### src/rtl/uart_tx_pkg.sv
// Shared types and constants for the UART transmit controller.
package uart_tx_pkg;

  typedef enum logic [1:0] {
    IDLE  = 2'd0,
    LOAD  = 2'd1,
    SHIFT = 2'd2
  } state_e;

  localparam int FRAME_BITS_NP = 10;
  localparam int FRAME_BITS_P  = 11;
  localparam int BITCNT_W      = 4;
  localparam logic IDLE_LVL    = 1'b1;

endpackage

### src/rtl/baud_tick_gen.sv
// Baud tick generator: one-cycle btu pulse every baud_k enabled cycles (0 treated as 1).
module baud_tick_gen #(
  parameter int BAUD_W = 19
) (
  input  logic              clk,
  input  logic              reset,
  input  logic              clear,
  input  logic              enable,
  input  logic [BAUD_W-1:0] baud_k,
  output logic              btu
);

  logic [BAUD_W-1:0] cnt_q;
  logic [BAUD_W-1:0] cnt_d;
  logic [BAUD_W-1:0] last_s;

  // >= keeps the counter bounded if baud_k shrinks below the current count
  always_comb begin
    last_s = (baud_k == '0) ? '0 : (baud_k - BAUD_W'(1));
    btu    = enable && (cnt_q >= last_s);
    cnt_d  = cnt_q;
    if (clear || btu) begin
      cnt_d = '0;
    end else if (enable) begin
      cnt_d = cnt_q + BAUD_W'(1);
    end else begin
      cnt_d = cnt_q;
    end
  end

  always_ff @(posedge clk or posedge reset) begin
    if (reset) begin
      cnt_q <= '0;
    end else begin
      cnt_q <= cnt_d;
    end
  end

endmodule

### src/rtl/uart_tx_ctrl.sv
// UART transmit controller: holding register, frame shifter and bit sequencing.
// Optional parity bit enabled with macro UART_TX_PARITY_EN.
module uart_tx_ctrl
  import uart_tx_pkg::*;
#(
  parameter int DATA_W = 8,
  parameter int BAUD_W = 19
) (
  input  logic              clk,
  input  logic              reset,
  input  logic              wr,
  input  logic [DATA_W-1:0] din,
  input  logic [BAUD_W-1:0] baud_k,
`ifdef UART_TX_PARITY_EN
  input  logic              pen,
  input  logic              ohel,
`endif
  output logic              tx,
  output logic              txrdy,
  output logic              busy
);

`ifdef UART_TX_PARITY_EN
  localparam int SHIFT_W = DATA_W + 3;
`else
  localparam int SHIFT_W = DATA_W + 2;
`endif

  state_e                state_q, state_d;
  logic [DATA_W-1:0]     hold_q, hold_d;
  logic                  hold_full_q, hold_full_d;
  logic [SHIFT_W-1:0]    shift_q, shift_d;
  logic [BITCNT_W-1:0]   bitcnt_q, bitcnt_d;
  logic [BITCNT_W-1:0]   last_bit_s;
  logic                  btu_s;

`ifdef UART_TX_PARITY_EN
  // frame length is latched in LOAD so pen may change during a frame
  logic [BITCNT_W-1:0]   last_bit_q, last_bit_d;
  assign last_bit_s = last_bit_q;
`else
  assign last_bit_s = BITCNT_W'(FRAME_BITS_NP - 1);
`endif

  baud_tick_gen #(.BAUD_W(BAUD_W)) u_baud (
    .clk    (clk),
    .reset  (reset),
    .clear  (state_q == LOAD),
    .enable (state_q == SHIFT),
    .baud_k (baud_k),
    .btu    (btu_s)
  );

  always_comb begin
    state_d     = state_q;
    hold_d      = hold_q;
    hold_full_d = hold_full_q;
    shift_d     = shift_q;
    bitcnt_d    = bitcnt_q;
`ifdef UART_TX_PARITY_EN
    last_bit_d  = last_bit_q;
`endif
    if (wr && !hold_full_q) begin
      hold_d      = din;
      hold_full_d = 1'b1;
    end else begin
      hold_d      = hold_q;
    end
    case (state_q)
      IDLE: begin
        if (hold_full_q) begin
          state_d = LOAD;
        end else begin
          state_d = IDLE;
        end
      end
      LOAD: begin
`ifdef UART_TX_PARITY_EN
        shift_d    = {1'b1, (pen ? ((^hold_q) ^ ohel) : 1'b1), hold_q, 1'b0};
        last_bit_d = pen ? BITCNT_W'(FRAME_BITS_P - 1) : BITCNT_W'(FRAME_BITS_NP - 1);
`else
        shift_d    = {1'b1, hold_q, 1'b0};
`endif
        hold_full_d = 1'b0;
        bitcnt_d    = '0;
        state_d     = SHIFT;
      end
      SHIFT: begin
        if (btu_s) begin
          shift_d  = {1'b1, shift_q[SHIFT_W-1:1]};
          bitcnt_d = bitcnt_q + BITCNT_W'(1);
          if (bitcnt_q == last_bit_s) begin
            state_d = hold_full_q ? LOAD : IDLE;
          end else begin
            state_d = SHIFT;
          end
        end else begin
          state_d = SHIFT;
        end
      end
      default: begin
        state_d = IDLE;
      end
    endcase
  end

  always_ff @(posedge clk or posedge reset) begin
    if (reset) begin
      state_q     <= IDLE;
      hold_q      <= '0;
      hold_full_q <= 1'b0;
      shift_q     <= '1;
      bitcnt_q    <= '0;
`ifdef UART_TX_PARITY_EN
      last_bit_q  <= BITCNT_W'(FRAME_BITS_NP - 1);
`endif
    end else begin
      state_q     <= state_d;
      hold_q      <= hold_d;
      hold_full_q <= hold_full_d;
      shift_q     <= shift_d;
      bitcnt_q    <= bitcnt_d;
`ifdef UART_TX_PARITY_EN
      last_bit_q  <= last_bit_d;
`endif
    end
  end

  assign tx    = (state_q == SHIFT) ? shift_q[0] : IDLE_LVL;
  assign txrdy = ~hold_full_q;
  assign busy  = (state_q == LOAD) || (state_q == SHIFT);

endmodule
### config.mk
export PLATFORM = sky130hd
export DESIGN_NAME = uart_tx_ctrl
export DESIGN_NICKNAME = d
export VERILOG_FILES = /design/src/rtl/uart_tx_pkg.sv /design/src/rtl/baud_tick_gen.sv /design/src/rtl/uart_tx_ctrl.sv
export SDC_FILE = /design/constraint.sdc
export NUM_CORES = 1
export LEC_CHECK = 0
export CELL_PAD_IN_SITES_DETAIL_PLACEMENT = 1
export CELL_PAD_IN_SITES_GLOBAL_PLACEMENT = 2
export CORE_ASPECT_RATIO = 1.1
export CORE_MARGIN = 2
export CORE_UTILIZATION = 36
export DETAILED_ROUTE_END_ITERATION = 12
export MAX_ROUTING_LAYER = met4
export PLACE_DENSITY = 0.86
export SKIP_LAST_GASP = 1
export SLEW_MARGIN = 25
export SYNTH_ARGS = -nofsm -noshare
export SYNTH_HDL_FRONTEND = slang
export SYNTH_SLANG_ARGS = --single-unit
### constraint.sdc
create_clock -name clk -period 3.5 [get_ports clk]
set_input_delay 0.875 -clock clk [delete_from_list [all_inputs] [get_ports clk]]
set_output_delay 0.875 -clock clk [all_outputs]
set_load 0.1 [all_outputs]
==> run metrics, run 1 <==
Yosys Warn Count=0; total clock sinks=43; TritonCTS Buffers=5; first-pass GRT wire length=about 12,000 µm; fin util=51.71%; Pre-antenna DRT Iters=4; multi-input logic area=1972 µm²; Final TNS setup=-29.76 ns; clock buffer depth=2; Die Area=around 8700 µm²; Hold Crit Class=reg2reg; crit-path cells=buf_6, or4_4, or4_4, or3_4, or4_4, nand2_4, ha_4, a21oi_2, o21ai_2, a221o_1, a211oi_4, a21o_1, buf_12, mux2_4; CP max stage cell=or4_4; CP required=3.73 ns; Final period util=127.4%; Routed Antenna Nets=0; Worst Hold Slack=0.4862 ns; worst rel slew slack=approximately 52%; leakage power=roughly 1.9 nW; CTS tree=done; endpoints failing setup=34; Area Growth Syn to Fin=41.64%; Mapped Nets=roughly 350; WP data arrival=about 4.7 ns; Reg2Reg Depth=8; Distinct cells, synth=41; Final min period=between 4 and 5 ns; Post-Layout Cell Count=between 400 and 500; via count=approximately 2,400; Syn Area/Cell=between 9 and 10 µm²; Remaining Overflow, GRT=0; H-tree levels=2; Synth Instances=around 290; crit path launch type=input port; Fin. Hold Viols=0; Rows=34; worst hold path cell count=2; final worst slack=-0.9574 ns; worst-path fanout max=8; max-cap viol count=0; die width=~89 µm; register area=between 1000 and 1500 µm²; pwr dens=approximately 380 nW/µm²; Hold-fix buffers, CTS=0; CTS root buf=clkbuf_8; Area after DPL=around 3700 µm²; chip height=97.45 µm; worst skew pair latency=0.30 ns; Max Slew Vio Count=0; post-synthesis sequential area ratio=between 30% and 40%; initial antenna violation count=0; Iter 0 DRT Violations=46; area leader, netlist=dfrtp_1; fraction of layout cells with a size suffix above 1=roughly 34%; fmax=224.3 MHz; pin count of the biggest net entering global routing=44; Worst Setup End Kind=flop; placed insts=465; CP max stage delay=about 0.59 ns; Vias/cell=around 5; critical setup path kind=in2reg; Synth top area share=around 30%; drt wl/cell=between 15 and 20 µm; initial core utilization=a little over a third; failing checks=setup timing; Total GRT Usage=18.25%; worst slew pin tran=slightly above 0.7 ns; Synth Cell Area=about 2900 µm²; post-route DRC violation count=0; core area=between 7000 and 8000 µm²; antenna cells=0; DPL Wire Length=5147 µm; IO Pins=33; top cells by area, synth=dfrtp_1 (30%), ha_1 (12%), mux2_2 (8.7%); outcome=finished with violations; post-synthesis register bit count=43; RSZ-0062 raised after global routing=true; I/O Buffers=32; most frequent CP cell=or4_4; Peak VDD IR=~370 µV; Final nets=about 430; Final Skew=~0.0020 ns; fillcell total=slightly above 900; clock-pin slew of the registers on the worst-case setup and hold paths=around 0.080 ns; vias in the first global route=between 2,000 and 3,000; Finished Cell Area=roughly 4000 µm²; GP Congestion=0.7566; final wirelength=7351 µm
[path summary, 6_finish.rpt]
| kind | slack [ns] | start | end |
|---|---|---|---|
| setup / recovery | -0.96 | baud_k[6] | shift_q[1] |
| hold / removal | 0.49 | shift_q[8] | shift_q[8] |
| setup reg to reg | 1.14 | state_q[0] | u_baud.cnt_q[16] |
| hold reg to reg | 0.49 | shift_q[8] | shift_q[8] |
| max in group asynchronous | 2.11 | reset | shift_q[8] |
| min in group asynchronous | 1.01 | reset | u_baud.cnt_q[4] |
[Yosys cell counts, drive strengths merged]
library cell	instances
nor2	35
dfrtp	34
nand2	32
ha	27
mux2	22
xor2	22
inv	13
xnor2	12
nand4	11
dfstp	9
nand3	8
a21oi	7
nor3	7
clkbuf	5
nor4	5
or4	5
nand2b	4
o21ai	4
or3	4
a21o	3
buf	3
a22o	2
and3	2
and4	2
o211a	2
o211ai	2
o31ai	2
a211o	1
a211oi	1
a221o	1
a31oi	1
and2	1
mux2i	1
nand3b	1
nor2b	1
o21bai	1
or2b	1
[registers in the layout (all words and copies together) (netlist names)]
signal and flops:
u_baud.cnt_q 19, shift_q 9, state_q 2, hold_full_q 1, bitcnt_q 4, hold_q 8
[power breakdown]
part	total [W]	internal [W]	leakage, nW	switching (W)
clock network	0.000320	0.000140	0.0412	0.000181
logic	0.000600	0.000280	1.31	0.000320
registers	0.000633	0.000562	0.527	0.0000711
[worst max-delay path: cells and delay by family]
kind,cells,cell delay [ns]
compound gates,5,1.05
fa+ha+maj,1,0.20
buf+inv,2,0.23
mux,1,0.30
simple gates,5,2.03
[routing by layer]
layer  track usage, %  up-vias  wire length [µm]
li1                 -     1179                 -
met1            22.10     1192              3069
met5                -        -                 0
met4            4.592        0               115
met3            1.529        8               194
met2            32.26       39              3972
[kinds of logic (layout without fill, tap and decap cells)]
logic type / Yosys count / in the layout / synth area share (%)
AND/OR/NAND/NOR: 119 / 120 / 20.62
XOR/XNOR: 34 / 34 / 10.42
multiplexers: 23 / 23 / 9.019
adder cells (fa/ha/maj): 27 / 27 / 11.82
AO/OA/AOI/OAI: 27 / 27 / 6.655
buffers and inverters: 21 / 99 / 3.415
flip-flops: 43 / 43 / 38.05
[cell type report]
class                      count  area share, %
clock buffer                   6          1.793
clock inverter                 2         0.3091
inverter                      13          1.206
multi-input combinational    231          48.72
sequential                    43          26.86
tap                          108          3.338
timing repair buffer          78          17.77
[metrics by stage]
step                      total power (W)  worst slack (ns)
after global routing             0.001661            -1.061
after detailed placement         0.001188            -1.705
after CTS                        0.001558           -0.9589
after global placement           0.001165            -1.679
after floorplan                  0.001004            -1.337
final                            0.001553           -0.9574
[timing repair]
item                                    4_1_cts  5_1_grt
setup buffers                                 4        2
pin swaps                                    30       20
endpoints found under the setup margin       34       34
gates cloned                                  2        0
resized for setup                            55       12
[placed cells by master (no fill, tap or decap), drive strengths merged, types with 8 or more instances in the layout]
cell type,netlist,routed
clkdlybuf4s50,0,22
inv,13,13
buf,3,52
dfrtp,34,34
nand4,11,11
xnor2,12,12
nand2,32,32
ha,27,27
nand3,8,8
mux2,22,22
nor2,35,35
xor2,22,22
dfstp,9,9
Power figures use the tool's default switching activity.
==> run 2: changes to the inputs <==
--- a/config.mk
+++ b/config.mk
@@ -5,11 +5,13 @@
 export SDC_FILE = /design/constraint.sdc
 export NUM_CORES = 1
 export LEC_CHECK = 0
+export ABC_AREA = 1
+export CAP_MARGIN = 20
 export CELL_PAD_IN_SITES_DETAIL_PLACEMENT = 1
 export CELL_PAD_IN_SITES_GLOBAL_PLACEMENT = 2
 export CORE_ASPECT_RATIO = 1.1
 export CORE_MARGIN = 2
-export CORE_UTILIZATION = 36
+export CORE_UTILIZATION = 33
 export DETAILED_ROUTE_END_ITERATION = 12
 export MAX_ROUTING_LAYER = met4
 export PLACE_DENSITY = 0.86
==> run metrics, run 2 <==
outcome=finished, final reports clean; leakage power=2.126 nW; Syn Area/Cell=7.555 µm²; post-synthesis register bit count=43; Vias/cell=~4.8; worst rel slew slack=between 60 and 70%; most frequent cells after synthesis=nand2_1 (122), nor2_1 (49), inv_1 (46); Area Growth Syn to Fin=33.79%; Mapped Nets=~480; Adder-Cell Fraction of Synth Area=10.67%; Sw Ratio=30.22%; CP max stage cell=clkdlybuf4s50_1; H-tree levels=2; Synth Cell Area=approximately 3200 µm²; Worst Setup End Kind=flop; post-synthesis mux area share=under 10%; Distinct cells, synth=33; top cells by area, synth=dfrtp_1 (27%), nand2_1 (14%), ha_1 (11%); post-route DRC violation count=0; final wirelength=8319 µm; chip height=around 110 µm; crit-path cells=clkdlybuf4s50_1, inv_2, ha_4, nand2_2, nor2_4, nand3b_1, buf_6, nor2_4, or2_2, nand3_1, ha_1, nand2_1, inv_1, nand3_1, nor2_1, nor2_1, nand3_2, nand2_4, buf_6, nand3_1, nand2_1; Synth top area share=a little over a quarter; power share of the clock group=26.5%; Synth Instances=around 420; Rows=37; commonest non-fill, non-tap cells in the layout=nand2_1 (112), inv_1 (39), nor2_1 (37); Sequential Power Share=between 40% and 50%; dpl ws=-0.3352 ns; WP data arrival=between 3 and 4 ns; Area after DPL=3850 µm²; most frequent CP cell=nand3_1; endpoints failing setup=0; max-cap viol count=0; multi-input logic area=~2000 µm²; largest family of logic cells by synthesized area=simple AND/OR/NAND/NOR gates; number of flops mapped to enable cells by yosys=0; Yosys Warn Count=0; final worst slack=~0.15 ns; top flop regs=u_baud.cnt_q (19), shift_q (9), hold_q (8); CP max stage delay=~0.47 ns; CTS root buf=clkbuf_8; P_int=~0.00082 W; crit path launch type=input port; most common cell in the netlist=nand2_1; CP required=3.74 ns; CTS tree=done; Synth Area in Simple Gates=35.93%; critical setup path kind=in2reg; GR Util met1=roughly a fifth; worst-path fanout max=6; grt peak-use layer=met2; Switch Pwr=0.0003554 W; first-pass GRT wire length=about 14,000 µm; Final nets=around 550; Hold-fix buffers, CTS=0; worst slew pin tran=0.5680 ns; drt wl/cell=around 14 µm; met3 GRT Util=between 2 and 2.5%; compound-gate portion of the synthesized area=3.439%; Iter 0 DRT Violations=71; area leader, netlist=dfrtp_1; Max Slew Vio Count=0; register area=1087 µm²; worst skew pair latency=slightly below 0.3 ns; Peak VDD IR=between 200 and 250 µV; Pre-antenna DRT Iters=6; Total GRT Usage=about 17%; antenna cells=0; total clock sinks=43; met2 Use GR=between 30 and 40%; GP Congestion=between 0.8 and 0.9; Final Skew=about 0.0019 ns; core area=roughly 9400 µm²; via count=approximately 2,900; fraction of layout cells with a size suffix above 1=between 20% and 30%; CP delay by family, top=simple AND/OR/NAND/NOR gates; Final period util=about 96%; Routed Antenna Nets=0; vias in the first global route=3,107; most common cell after layout, fill and taps aside=nand2_1; Hold Crit Class=reg2reg; fillcell total=around 1,100; pin count of the biggest net entering global routing=44; WP buf/inv=5; Final min period=between 3 and 4 ns; main flop type after synthesis=dfrtp_1; total power=0.001176 W; die width=around 100 µm; Top reg by flops=u_baud.cnt_q; initial antenna violation count=0; max reg flops=19; I/O Buffers=32; Die Area=between 10,000 and 15,000 µm²; async set or reset register ratio after synthesis=between 90% and 100%; clock buffer depth=2; pwr dens=roughly 280 nW/µm²; TritonCTS Buffers=5; post-synthesis sequential area ratio=34.35%; Combinational Power Share=23.7%; Synth Area in XOR/XNOR=~6%; DPL Wire Length=between 6000 and 7000 µm; Finished Cell Area=approximately 4200 µm²; initial core utilization=approximately a third; Fin. Hold Viols=0; Remaining Overflow, GRT=0; clock-pin slew of the registers on the worst-case setup and hold paths=approximately 0.08 ns; fmax=roughly 300 MHz; IO Pins=33
[run 2: cell types whose count changed after synthesis, moves of 5 or more]
cell     change
xnor2_1     -10
mux2_2      -15
nand4_1      -7
inv_1       +33
nand2_1     +90
or2_2        +7
nor4_1       -5
a21oi_1      +8
nand3_1     +23
nor2_1      +14
[run 2: logic make-up after synthesis]
logic type,Yosys count
AOI/OAI and AO/OA,21
buffers and inverters,55
DFF,43
adders and majority gates,27
muxes,7
xor gates and xnor gates,22
and+or+nand+nor,244
[run 2: area by class of cell]
class / instances / area share (%)
inverter: 48 / 4.254
timing repair buffer: 72 / 16.22
clock inverter: 2 / 0.2954
sequential: 43 / 25.67
clock buffer: 6 / 1.713
tap: 117 / 3.456
multi-input combinational: 321 / 48.39
[run 2: final timing paths]
path	start	endpoint	cells after the start	slack [ns]
setup / recovery	baud_k[0]	shift_q[5]	21	0.15
hold / removal	shift_q[1]	shift_q[0]	2	0.48
setup reg to reg	u_baud.cnt_q[2]	shift_q[5]	11	1.56
hold reg to reg	shift_q[1]	shift_q[0]	2	0.48
max in group asynchronous	reset	shift_q[1]	3	2.09
min in group asynchronous	reset	hold_q[5]	3	1.03
[run 2: routing by layer]
layer / wire length (µm) / share of wire, %
met1: 3448 / 41
met2: 4514 / 54
met3: 200 / 2.4
met4: 156 / 1.9
met5: 0 / 0
[run 2: metrics by stage]
stage	std cells	hold slack, ns	util, %	TNS, ns
finish	609	0.4760	45.29	0
global route	609	0.5016	45.29	-0.3231
CTS	605	0.4791	42.59	0
detailed placement	595	0.4614	41.17	-9.529
global placement	595	0.4643	41.17	-6.782
floorplan	419	0.4474	-	0
[run 2: what timing repair did]
item,in CTS,in global routing
endpoints found under the setup margin,3,34
cloned,0,1
pin swaps,8,33
hold endpoints to repair,0,0
setup buffers,2,3
resized for setup,10,58
[run 2: power by group through the flow]
stage                     clock (W)  sequential (W)  combinational (W)
final                      0.000311        0.000586           0.000279
after global routing       0.000344        0.000595           0.000316
after CTS                  0.000326        0.000587           0.000269
after detailed placement          0        0.000596           0.000265
after global placement            0        0.000594           0.000251
after floorplan                   0        0.000585           0.000161
[run 2: worst register-to-register path: cells and delay by family (launching register included)]
kind                     cells  cell delay (ns)
AND/OR/NAND/NOR              8             0.84
flip-flops                   1             0.43
adder cells (fa/ha/maj)      1             0.33
AO/OA/AOI/OAI                1             0.15
buffers and inverters        1             0.15
==> run 3: changes to the inputs <==
--- a/config.mk
+++ b/config.mk
@@ -12,6 +12,7 @@
 export CORE_ASPECT_RATIO = 1.1
 export CORE_MARGIN = 2
 export CORE_UTILIZATION = 33
+export CTS_BUF_LIST = sky130_fd_sc_hd__clkbuf_16
 export DETAILED_ROUTE_END_ITERATION = 12
 export MAX_ROUTING_LAYER = met4
 export PLACE_DENSITY = 0.86
==> run metrics, run 3 (synthesis gave the netlist of run 2 again) <==
Vias/cell=4.779; core area=9351 µm²; Pre-antenna DRT Iters=4; initial core utilization=roughly a third; Final min period=around 3.4 ns; worst skew pair latency=0.29 ns; max reg flops=19; Final nets=approximately 550; total clock sinks=43; I/O Buffers=32; critical setup path kind=in2reg; top flop regs=u_baud.cnt_q (19), shift_q (9), hold_q (8); fmax=about 300 MHz; Iter 0 DRT Violations=75; worst rel slew slack=between 50% and 60%; CTS root buf=clkbuf_16; first-pass GRT wire length=between 10,000 and 15,000 µm; WP data arrival=about 3.6 ns; RR Startpoint=state_q[0]; Top reg by flops=u_baud.cnt_q; Final Skew=between 0.003 and 0.004 ns; GP Congestion=approximately 0.85; final wirelength=around 8400 µm; Hold Crit Class=reg2reg; Worst Hold Slack=around 0.47 ns; worst hold path cell count=2; CP required=roughly 3.7 ns; Final TNS setup=0 ns; R2R Setup Slk=1.59 ns; Final period util=a little over nine tenths; fraction of layout cells with a size suffix above 1=between 20 and 30%; clock buffer depth=2; IO Pins=33; most common cell after layout, fill and taps aside=nand2_1; die width=97.39 µm; Fin. Hold Viols=0; H-tree levels=2; Max Slew Vio Count=0; Reg2Reg Depth=7; worst slew pin tran=between 0.6 and 0.7 ns; endpoints failing setup=0; post-route DRC violation count=0; Remaining Overflow, GRT=0; drt wl/cell=between 10 and 15 µm; Die Area=between 10,000 and 15,000 µm²; Peak VDD IR=317.2 µV; Worst Setup End Kind=flop; commonest non-fill, non-tap cells in the layout=nand2_1 (110), inv_1 (39), nor2_1 (35), buf_4 (35), dfrtp_1 (34); worst setup path endpoint=shift_q[6]; Reg2Reg Capture Point=shift_q[3]; Total GRT Usage=16.79%; max-cap viol count=0; Worst Setup SP=baud_k[0]; DPL Wire Length=6169 µm; pin count of the biggest net entering global routing=44; CTS tree=done; pwr dens=between 300 and 400 nW/µm²; initial antenna violation count=0; Routed Antenna Nets=0; total power=roughly 0.0013 W; outcome=finished, final reports clean; antenna cells=0; Area Growth Syn to Fin=38.85%; crit path launch type=input port; via count=around 2,900; worst-path fanout max=6; TritonCTS Buffers=5; leakage power=2.180 nW; chip height=between 100 and 150 µm; clock-pin slew of the registers on the worst-case setup and hold paths=about 0.06 ns; Rows=37; vias in the first global route=roughly 3,100
==> run 3: cell count changes in the layout (fill, tap and decap cells not counted), moves of 2 or more <==
| cell | before | now |
|---|---|---|
| nand2_1 | 112 | 110 |
| ha_1 | 24 | 21 |
| nand3_2 | 5 | 8 |
| nand3_1 | 28 | 24 |
| buf_6 | 5 | 7 |
| clkbuf_16 | 1 | 6 |
| nor2_4 | 8 | 10 |
| clkbuf_8 | 5 | 0 |
| ha_4 | 3 | 6 |
| nor2_1 | 37 | 35 |
==> run 3: routing by layer <==
metal / global-route usage [%] / vias up / wire length (µm)
li1: - / 1468 / -
met1: 18.89 / 1390 / 3463
met2: 30.79 / 41 / 4492
met3: 2.216 / 16 / 237
met4: 5.655 / 0 / 193
met5: - / - / 0
==> run 3: report_power, final <==
part / switching (W) / internal, W
Sequential: 0.0000364 / 0.000550
Combinational: 0.000151 / 0.000134
Clock: 0.000190 / 0.000260
==> run 3: worst max-delay path: stages <==
cell and delay [ns]:
clkdlybuf4s50_1 0.47, inv_2 0.06, ha_4 0.17, nand2_4 0.08, nor2_4 0.04, nand3b_1 0.14
buf_6 0.15, nor2_2 0.04, or2_2 0.29, nand3_2 0.08, ha_4 0.20, nand2_1 0.07
inv_2 0.06, nand2_2 0.08, nor2_4 0.04, a21oi_2 0.14, nand3_2 0.12, nand2_4 0.17
buf_6 0.16, nand3_1 0.07, nand2_1 0.09
==> run 3: metrics by stage <==
stage / instance area, µm² / setup WS (ns) / std cells / util [%]
floorplan: 3166 / 0.3988 / 419 / -
global placement: 3850 / -0.2278 / 595 / 41.17
detailed placement: 3850 / -0.3352 / 595 / 41.17
CTS: 4050 / 0.007324 / 605 / 43.31
global route: 4395 / -0.04170 / 610 / 47.00
finish: 4395 / 0.1413 / 610 / 47.00
==> run 3: layout make-up <==
class                           count  area, µm²
Fill cell                        1134       4956
Timing Repair Buffer               73      704.4
Multi-Input combinational cell    321       2136
Tap cell                          117      146.4
Clock buffer                        5      125.1
Inverter                           48      180.2
Sequential cell                    43       1087
Clock inverter                      3      16.27
==> run 3: worst min-delay path by stage <==
stage | startpoint | end | slack, ns
after global placement | shift_q[1] | shift_q[0] | 0.46
after floorplan | shift_q[1] | shift_q[0] | 0.45
after global routing | shift_q[6] | shift_q[6] | 0.50
after detailed placement | shift_q[1] | shift_q[0] | 0.46
final | shift_q[1] | shift_q[0] | 0.47
after CTS | shift_q[1] | shift_q[0] | 0.47
==> run 3: repair_timing <==
item / CTS / global route
resized for setup: 14 / 73
endpoints found under the setup margin: 13 / 34
cloned: 0 / 1
hold buffers: 0 / 0
pin swaps: 10 / 45
setup buffers: 2 / 4
